`config.mk`:
```
export PLATFORM = sky130hd
export DESIGN_NAME = sti_rx
export DESIGN_NICKNAME = d
export VERILOG_FILES = /design/src/rtl/sti_pkg.sv /design/src/rtl/sti_rx_extract.sv /design/src/rtl/sti_rx.sv
export SDC_FILE = /design/constraint.sdc
export NUM_CORES = 1
export LEC_CHECK = 0
export CAP_MARGIN = 20
export CORE_ASPECT_RATIO = 1.25
export CORE_MARGIN = 5
export CORE_UTILIZATION = 45
export DETAILED_ROUTE_END_ITERATION = 12
export PLACE_DENSITY = 0.7
export SLEW_MARGIN = 10
export SYNTH_ARGS = -nofsm -noshare
export SYNTH_HDL_FRONTEND = slang
export SYNTH_SLANG_ARGS = --single-unit
```
`constraint.sdc`:
```
create_clock -name clk -period 2.32 [get_ports clk]
set_clock_uncertainty 0.1 [all_clocks]
set_input_delay 0.464 -clock clk [delete_from_list [all_inputs] [get_ports clk]]
set_output_delay 0.464 -clock clk [all_outputs]
set_load 0.02 [all_outputs]
```
`src/rtl/sti_pkg.sv`:
```
// Shared definitions for the STI serial link (transmitter and receiver).
package sti_pkg;

    // Frame length codes carried on cfg_length.
    localparam logic [1:0] LEN_8  = 2'b00;
    localparam logic [1:0] LEN_16 = 2'b01;
    localparam logic [1:0] LEN_24 = 2'b10;
    localparam logic [1:0] LEN_32 = 2'b11;

    // Receiver/transmitter FSM state encoding.
    typedef logic [1:0] state_t;
    localparam state_t IDLE  = 2'd0;
    localparam state_t SHIFT = 2'd1;
    localparam state_t DONE  = 2'd2;

    // Number of serial bits in a frame for a given length code: 8, 16, 24 or 32.
    function automatic logic [5:0] frame_bits(input logic [1:0] len);
        return {1'b0, len, 3'b000} + 6'd8;
    endfunction

endpackage

```
`src/rtl/sti_rx_extract.sv`:
```
// Pulls the 16-bit payload and the padding check out of an assembled frame word.
module sti_rx_extract
    import sti_pkg::*;
(
    input  logic [31:0] w,
    input  logic [1:0]  length,
    input  logic        fill,
    input  logic        low,
    output logic [15:0] data,
    output logic        pad_err
);

    // Select payload and padding field according to the frame layout.
    always_comb begin
        // NOTE: every output gets a default first so no path leaves it unassigned (no latch).
        data    = w[15:0];
        pad_err = 1'b0;
        case (length)
            LEN_8: begin
                data = low ? {w[7:0], 8'h00} : {8'h00, w[7:0]};
            end
            LEN_16: begin
                data = w[15:0];
            end
            LEN_24: begin
                if (fill) begin
                    data    = w[23:8];
                    pad_err = |w[7:0];
                end else begin
                    data    = w[15:0];
                    pad_err = |w[23:16];
                end
            end
            LEN_32: begin
                if (fill) begin
                    data    = w[31:16];
                    pad_err = |w[15:0];
                end else begin
                    data    = w[15:0];
                    pad_err = |w[31:16];
                end
            end
            default: begin
                data    = w[15:0];
                pad_err = 1'b0;
            end
        endcase
    end

endmodule

```
`src/rtl/sti_rx.sv`:
```
// STI serial receiver: deserialises 8/16/24/32-bit frames into a 16-bit word,
// flags padding errors, truncated frames and the end-of-stream frame.
module sti_rx
    import sti_pkg::*;
#(
    parameter int CNT_W = 8
) (
    input  logic             clk,
    input  logic             reset,
    input  logic             si_data,
    input  logic             si_valid,
    input  logic [1:0]       cfg_length,
    input  logic             cfg_msb,
    input  logic             cfg_fill,
    input  logic             cfg_low,
    input  logic             si_end,
    output logic [15:0]      po_data,
    output logic             po_valid,
    output logic             po_pad_err,
    output logic             po_trunc,
    output logic             rx_done,
    output logic [CNT_W-1:0] rx_count
);

    state_t      state;
    logic [31:0] w;
    logic [5:0]  bit_cnt;
    logic [1:0]  len_q;
    logic        msb_q;
    logic        fill_q;
    logic        low_q;
    logic        frame_rdy;
    logic        frame_end;

    logic        start;
    logic        shift_in;
    logic        last_bit;
    logic [1:0]  len_use;
    logic        msb_use;
    logic [5:0]  n_use;
    logic [31:0] w_base;
    logic [31:0] w_next;
    logic [15:0] ex_data;
    logic        ex_pad;

    // Next frame word: the first bit of a frame uses the live cfg and a cleared word,
    // later bits use the cfg latched at frame start.
    always_comb begin
        start    = si_valid && (state == IDLE);
        shift_in = si_valid && (state == SHIFT);
        len_use  = start ? cfg_length : len_q;
        msb_use  = start ? cfg_msb    : msb_q;
        n_use    = frame_bits(len_use);
        w_base   = start ? 32'h0 : w;
        if (msb_use)
            w_next = {w_base[30:0], si_data};
        else
            w_next = (w_base >> 1) | ({31'h0, si_data} << (n_use - 6'd1));
        last_bit = shift_in && ((bit_cnt + 6'd1) == frame_bits(len_q));
    end

    sti_rx_extract u_extract (
        .w       (w),
        .length  (len_q),
        .fill    (fill_q),
        .low     (low_q),
        .data    (ex_data),
        .pad_err (ex_pad)
    );

    // FSM, shifter, output register and frame counter.
    always_ff @(posedge clk) begin
        // NOTE: state is updated with non-blocking assignments so every read in this block sees pre-edge values.
        if (reset) begin
            // NOTE: the frame word and latched cfg are reset too, so a partial frame never leaks out.
            state      <= IDLE;
            w          <= '0;
            bit_cnt    <= '0;
            len_q      <= LEN_8;
            msb_q      <= 1'b0;
            fill_q     <= 1'b0;
            low_q      <= 1'b0;
            frame_rdy  <= 1'b0;
            frame_end  <= 1'b0;
            po_data    <= '0;
            po_valid   <= 1'b0;
            po_pad_err <= 1'b0;
            po_trunc   <= 1'b0;
            rx_done    <= 1'b0;
            rx_count   <= '0;
        end else begin
            po_valid  <= frame_rdy;
            po_trunc  <= 1'b0;
            frame_rdy <= 1'b0;

            // Publish the frame completed on the previous edge; w and cfg still hold it
            // even if a back-to-back frame starts on this edge.
            if (frame_rdy) begin
                po_data    <= ex_data;
                po_pad_err <= ex_pad;
                if (frame_end)
                    rx_done <= 1'b1;
                if (rx_count != {CNT_W{1'b1}})
                    rx_count <= rx_count + {{(CNT_W-1){1'b0}}, 1'b1};
            end

            case (state)
                IDLE: begin
                    if (start) begin
                        len_q   <= cfg_length;
                        msb_q   <= cfg_msb;
                        fill_q  <= cfg_fill;
                        low_q   <= cfg_low;
                        w       <= w_next;
                        bit_cnt <= 6'd1;
                        state   <= SHIFT;
                    end
                end
                SHIFT: begin
                    if (shift_in) begin
                        w       <= w_next;
                        bit_cnt <= bit_cnt + 6'd1;
                        if (last_bit) begin
                            frame_rdy <= 1'b1;
                            frame_end <= si_end;
                            bit_cnt   <= '0;
                            state     <= si_end ? DONE : IDLE;
                        end
                    end else begin
                        po_trunc <= 1'b1;
                        bit_cnt  <= '0;
                        state    <= IDLE;
                    end
                end
                DONE: begin
                    state <= DONE;
                end
                default: begin
                    state <= IDLE;
                end
            endcase
        end
    end

endmodule

```
==> flow_metrics.py <==
metrics = {
    "synthesis": {
        "yosys_most_used_dff": "dfxtp_1",
        "yosys.area_share.xor_xnor": 0.0258,
        "synth_area_sq_mm": 0.00397,
        "synth_edf_count": 0,
        "seq_area_frac_synth": 0.378,
        "synth_fa_ha_area_frac": 0.0221,
        "synth.net_count": 512,
        "synth_cell_types": 48,
        "synth_simple_gate_area_frac": 0.238,
        "ys_top_cells_by_area": "dfxtp_1 38%, nor2_1 8.6%, mux2i_1 8.1%",
        "yosysTopAreaCell": "dfxtp_1",
        "synth_top_family_by_area": "simple AND/OR/NAND/NOR gates",
        "ys_ff_latch": 75,
        "netlist.area_leader.share": 0.378,
        "yosys-mux-area-fraction": 0.0863,
        "async_flop_share": 0,
        "synth_compound_area_frac": 0.204,
        "synth_warnings": 0,
        "syn_area_per_cell_sq_um": 8.02,
        "netlist_instances": 495,
    },
    "clock_network": {
        "clock_sinks": 75,
        "cts_setup_buffers": 0,
        "cts_tree": "built",
        "path_clk_slew_ns": 0.07,
        "clock_latency_ns": 0.36,
        "cts_root_buffer": "clkbuf_8",
        "htree_levels": 3,
        "cts_resized": 0,
        "cts_hold_buf": 0,
        "clock_path_buffers": 2,
        "cts_buffers": 9,
    },
    "floorplan": {
        "io_pins": 38,
        "die_h_microns": 115,
        "dieWidth_microns": 94.0,
        "die-area_sq_mm": 0.0108,
        "num_rows": 38,
        "fp.coreArea_sq_mm": 0.00865,
        "initial_utilization": 0.459,
    },
    "route": {
        "dr.pass1.iters": 4,
        "drcViolationCount": 0,
        "via_per_inst": 5.62,
        "avgRoutedWirePerCell_microns": 15.1,
        "routed_wl_mm": 9.86,
        "drtIter0Drc": 227,
        "vias": 3661,
        "ant_nets": 0,
    },
    "grt": {
        "grt_usage": 0.193,
        "grt_pass1_vias": 3409,
        "antenna_found_initial": 0,
        "grt_overflow_total": 0,
        "grt_pass1_wl_mm": 16.7,
        "grt_max_degree": 32,
    },
    "timing": {
        "worst_pin_slew_ns": 0.577,
        "fmax_ghz": 0.468,
        "setup_violations": 0,
        "rsz0062_at_grt": "false",
        "slew_headroom": 0.613,
        "post-route-min-period_ns": 2.14,
        "drv_slew": 0,
        "worst_hold_slack_ns": 0.368,
        "hold_violations": 0,
        "fin_crit_sh": 0.921,
    },
    "final_layout": {
        "diodes": 0,
        "area_growth_pct": 18.5,
        "final_cell_area_sq_mm": 0.00471,
        "nFillCells": 842,
        "nets": 544,
        "drive_gt1_frac": 0.0827,
    },
    "power": {
        "powerDensity_mw_per_mm2": 549,
        "p_leak_nw": 1.60,
        "peakVddDrop_mv": 0.246,
    },
    "placed_design": {
        "gp_congestion": 0.929,
        "placed_area_sq_mm": 0.00451,
        "io_buffer_count": 37,
        "dp_hpwl_mm": 7.12,
    },
    "setup_path": {
        "cp-end-kind": "flip-flop",
        "cp.required_ns": 2.51,
        "path_max_fanout": 6,
        "crit_arrival_ns": 2.33,
        "critPathKind": "reg -> reg",
        "crit_path_start_kind": "flip-flop",
    },
    "worst_hold_path": {
        "hold_path_class": "reg -> reg",
    },
    "job": {
        "cap_violations": 0,
    },
    "status": {
        "status": "finished clean",
    },
}
## cells by family (layout without fill, tap and decap cells)
group / Yosys count / after routing
XOR/XNOR: 10 / 10
multiplexers: 34 / 34
AO/OA/AOI/OAI: 121 / 121
AND/OR/NAND/NOR: 204 / 204
flip-flops: 75 / 75
buffers and inverters: 44 / 81
adder cells (fa/ha/maj): 7 / 7
## synthesized netlist by cell type (all sizes together) (8+ instances only)
cell	instances
nand2	39
nand3	16
dfxtp	75
a21oi	60
a211oi	9
nor3	10
nand3b	9
mux2i	32
nand2b	11
buf	9
a221o	8
nor4	8
a22o	16
nor2	91
clkbuf	29
## worst paths after layout
| kind | slack [ns] | endpoint | cells past startpoint | start |
|---|---|---|---|---|
| worst min-delay path | 0.37 | rx_done | 2 | rx_done |
| worst min register to register | 0.37 | rx_done | 2 | rx_done |
| worst max register to register | 0.18 | state[1] | 7 | len_q[0] |
| worst max-delay path | 0.18 | state[1] | 7 | len_q[0] |
## power by group
group          switching (mW)  total [mW]  internal (mW)  leakage (nW)
clock network           0.474       0.995          0.520        0.0991
registers              0.0316        1.33           1.30         0.606
logic                   0.149       0.257          0.108         0.898
total                   0.654        2.58           1.93          1.60
## cell usage in the layout, fill, tap and decap left out, types with 3 or more instances in the layout
cell type        count
a22o_1              16
ha_1                 7
nor2_1              91
nand2_1             39
a221oi_1             4
nand3_1             16
inv_1                6
o21ai_0              4
dfxtp_1             75
clkinv_2             3
nor3_1              10
nor4_1               8
and3_1               3
a211oi_1             9
a21oi_1             60
buf_4               21
nand2b_1            11
clkbuf_8            10
mux2i_1             32
xnor2_1              7
nand4_1              4
a221o_1              8
nand3b_1             9
clkdlybuf4s50_1     36
a31oi_1              4
nor2b_1              5
## flip-flops by register name, indices dropped and copies added (netlist names), 2 cells and up
signal,count
po_data,16
bit_cnt,6
rx_count,8
w,32
len_q,2
state,2
## metal layers
| metal | wire (microns) | up-vias | GRT usage |
|---|---|---|---|
| li1 | - | 1828 | - |
| met1 | 4250 | 1721 | 0.235 |
| met2 | 4900 | 93 | 0.330 |
| met3 | 461 | 19 | 0.0321 |
| met4 | 248 | 0 | 0.0925 |
| met5 | 0 | - | 0 |
## per-stage QoR
step                       util  total power [mW]  setup WS [ns]  instances  TNS, ns
final                     0.544              2.58          0.184        652        0
after global routing      0.544              2.70         0.0388        652        0
after floorplan               -              1.53          0.295        495        0
after CTS                 0.543              2.61          0.148        652        0
after detailed placement  0.521              1.62        -0.0875        636   -0.184
after global placement    0.521              1.61        -0.0830        636   -0.144
## area by class of cell
cell class,instances,area [sq um],share of cell area
Clock buffer,11,141,0.0300
Inverter,6,22.5,0.00479
Tap cell,120,150,0.0319
Timing Repair Buffer,59,543,0.115
Multi-Input combinational cell,376,2290,0.488
Clock inverter,5,52.6,0.0112
Sequential cell,75,1500,0.319
## worst max-delay path, cell delays in order (launching register included)
cell       delay (ns)
dfxtp_1          0.47
inv_1            0.10
ha_1             0.34
xor3_1           0.24
o2bb2ai_2        0.14
o2111ai_2        0.13
or4_1            0.41
a21oi_1          0.15
(Power assumes the default switching activity.)
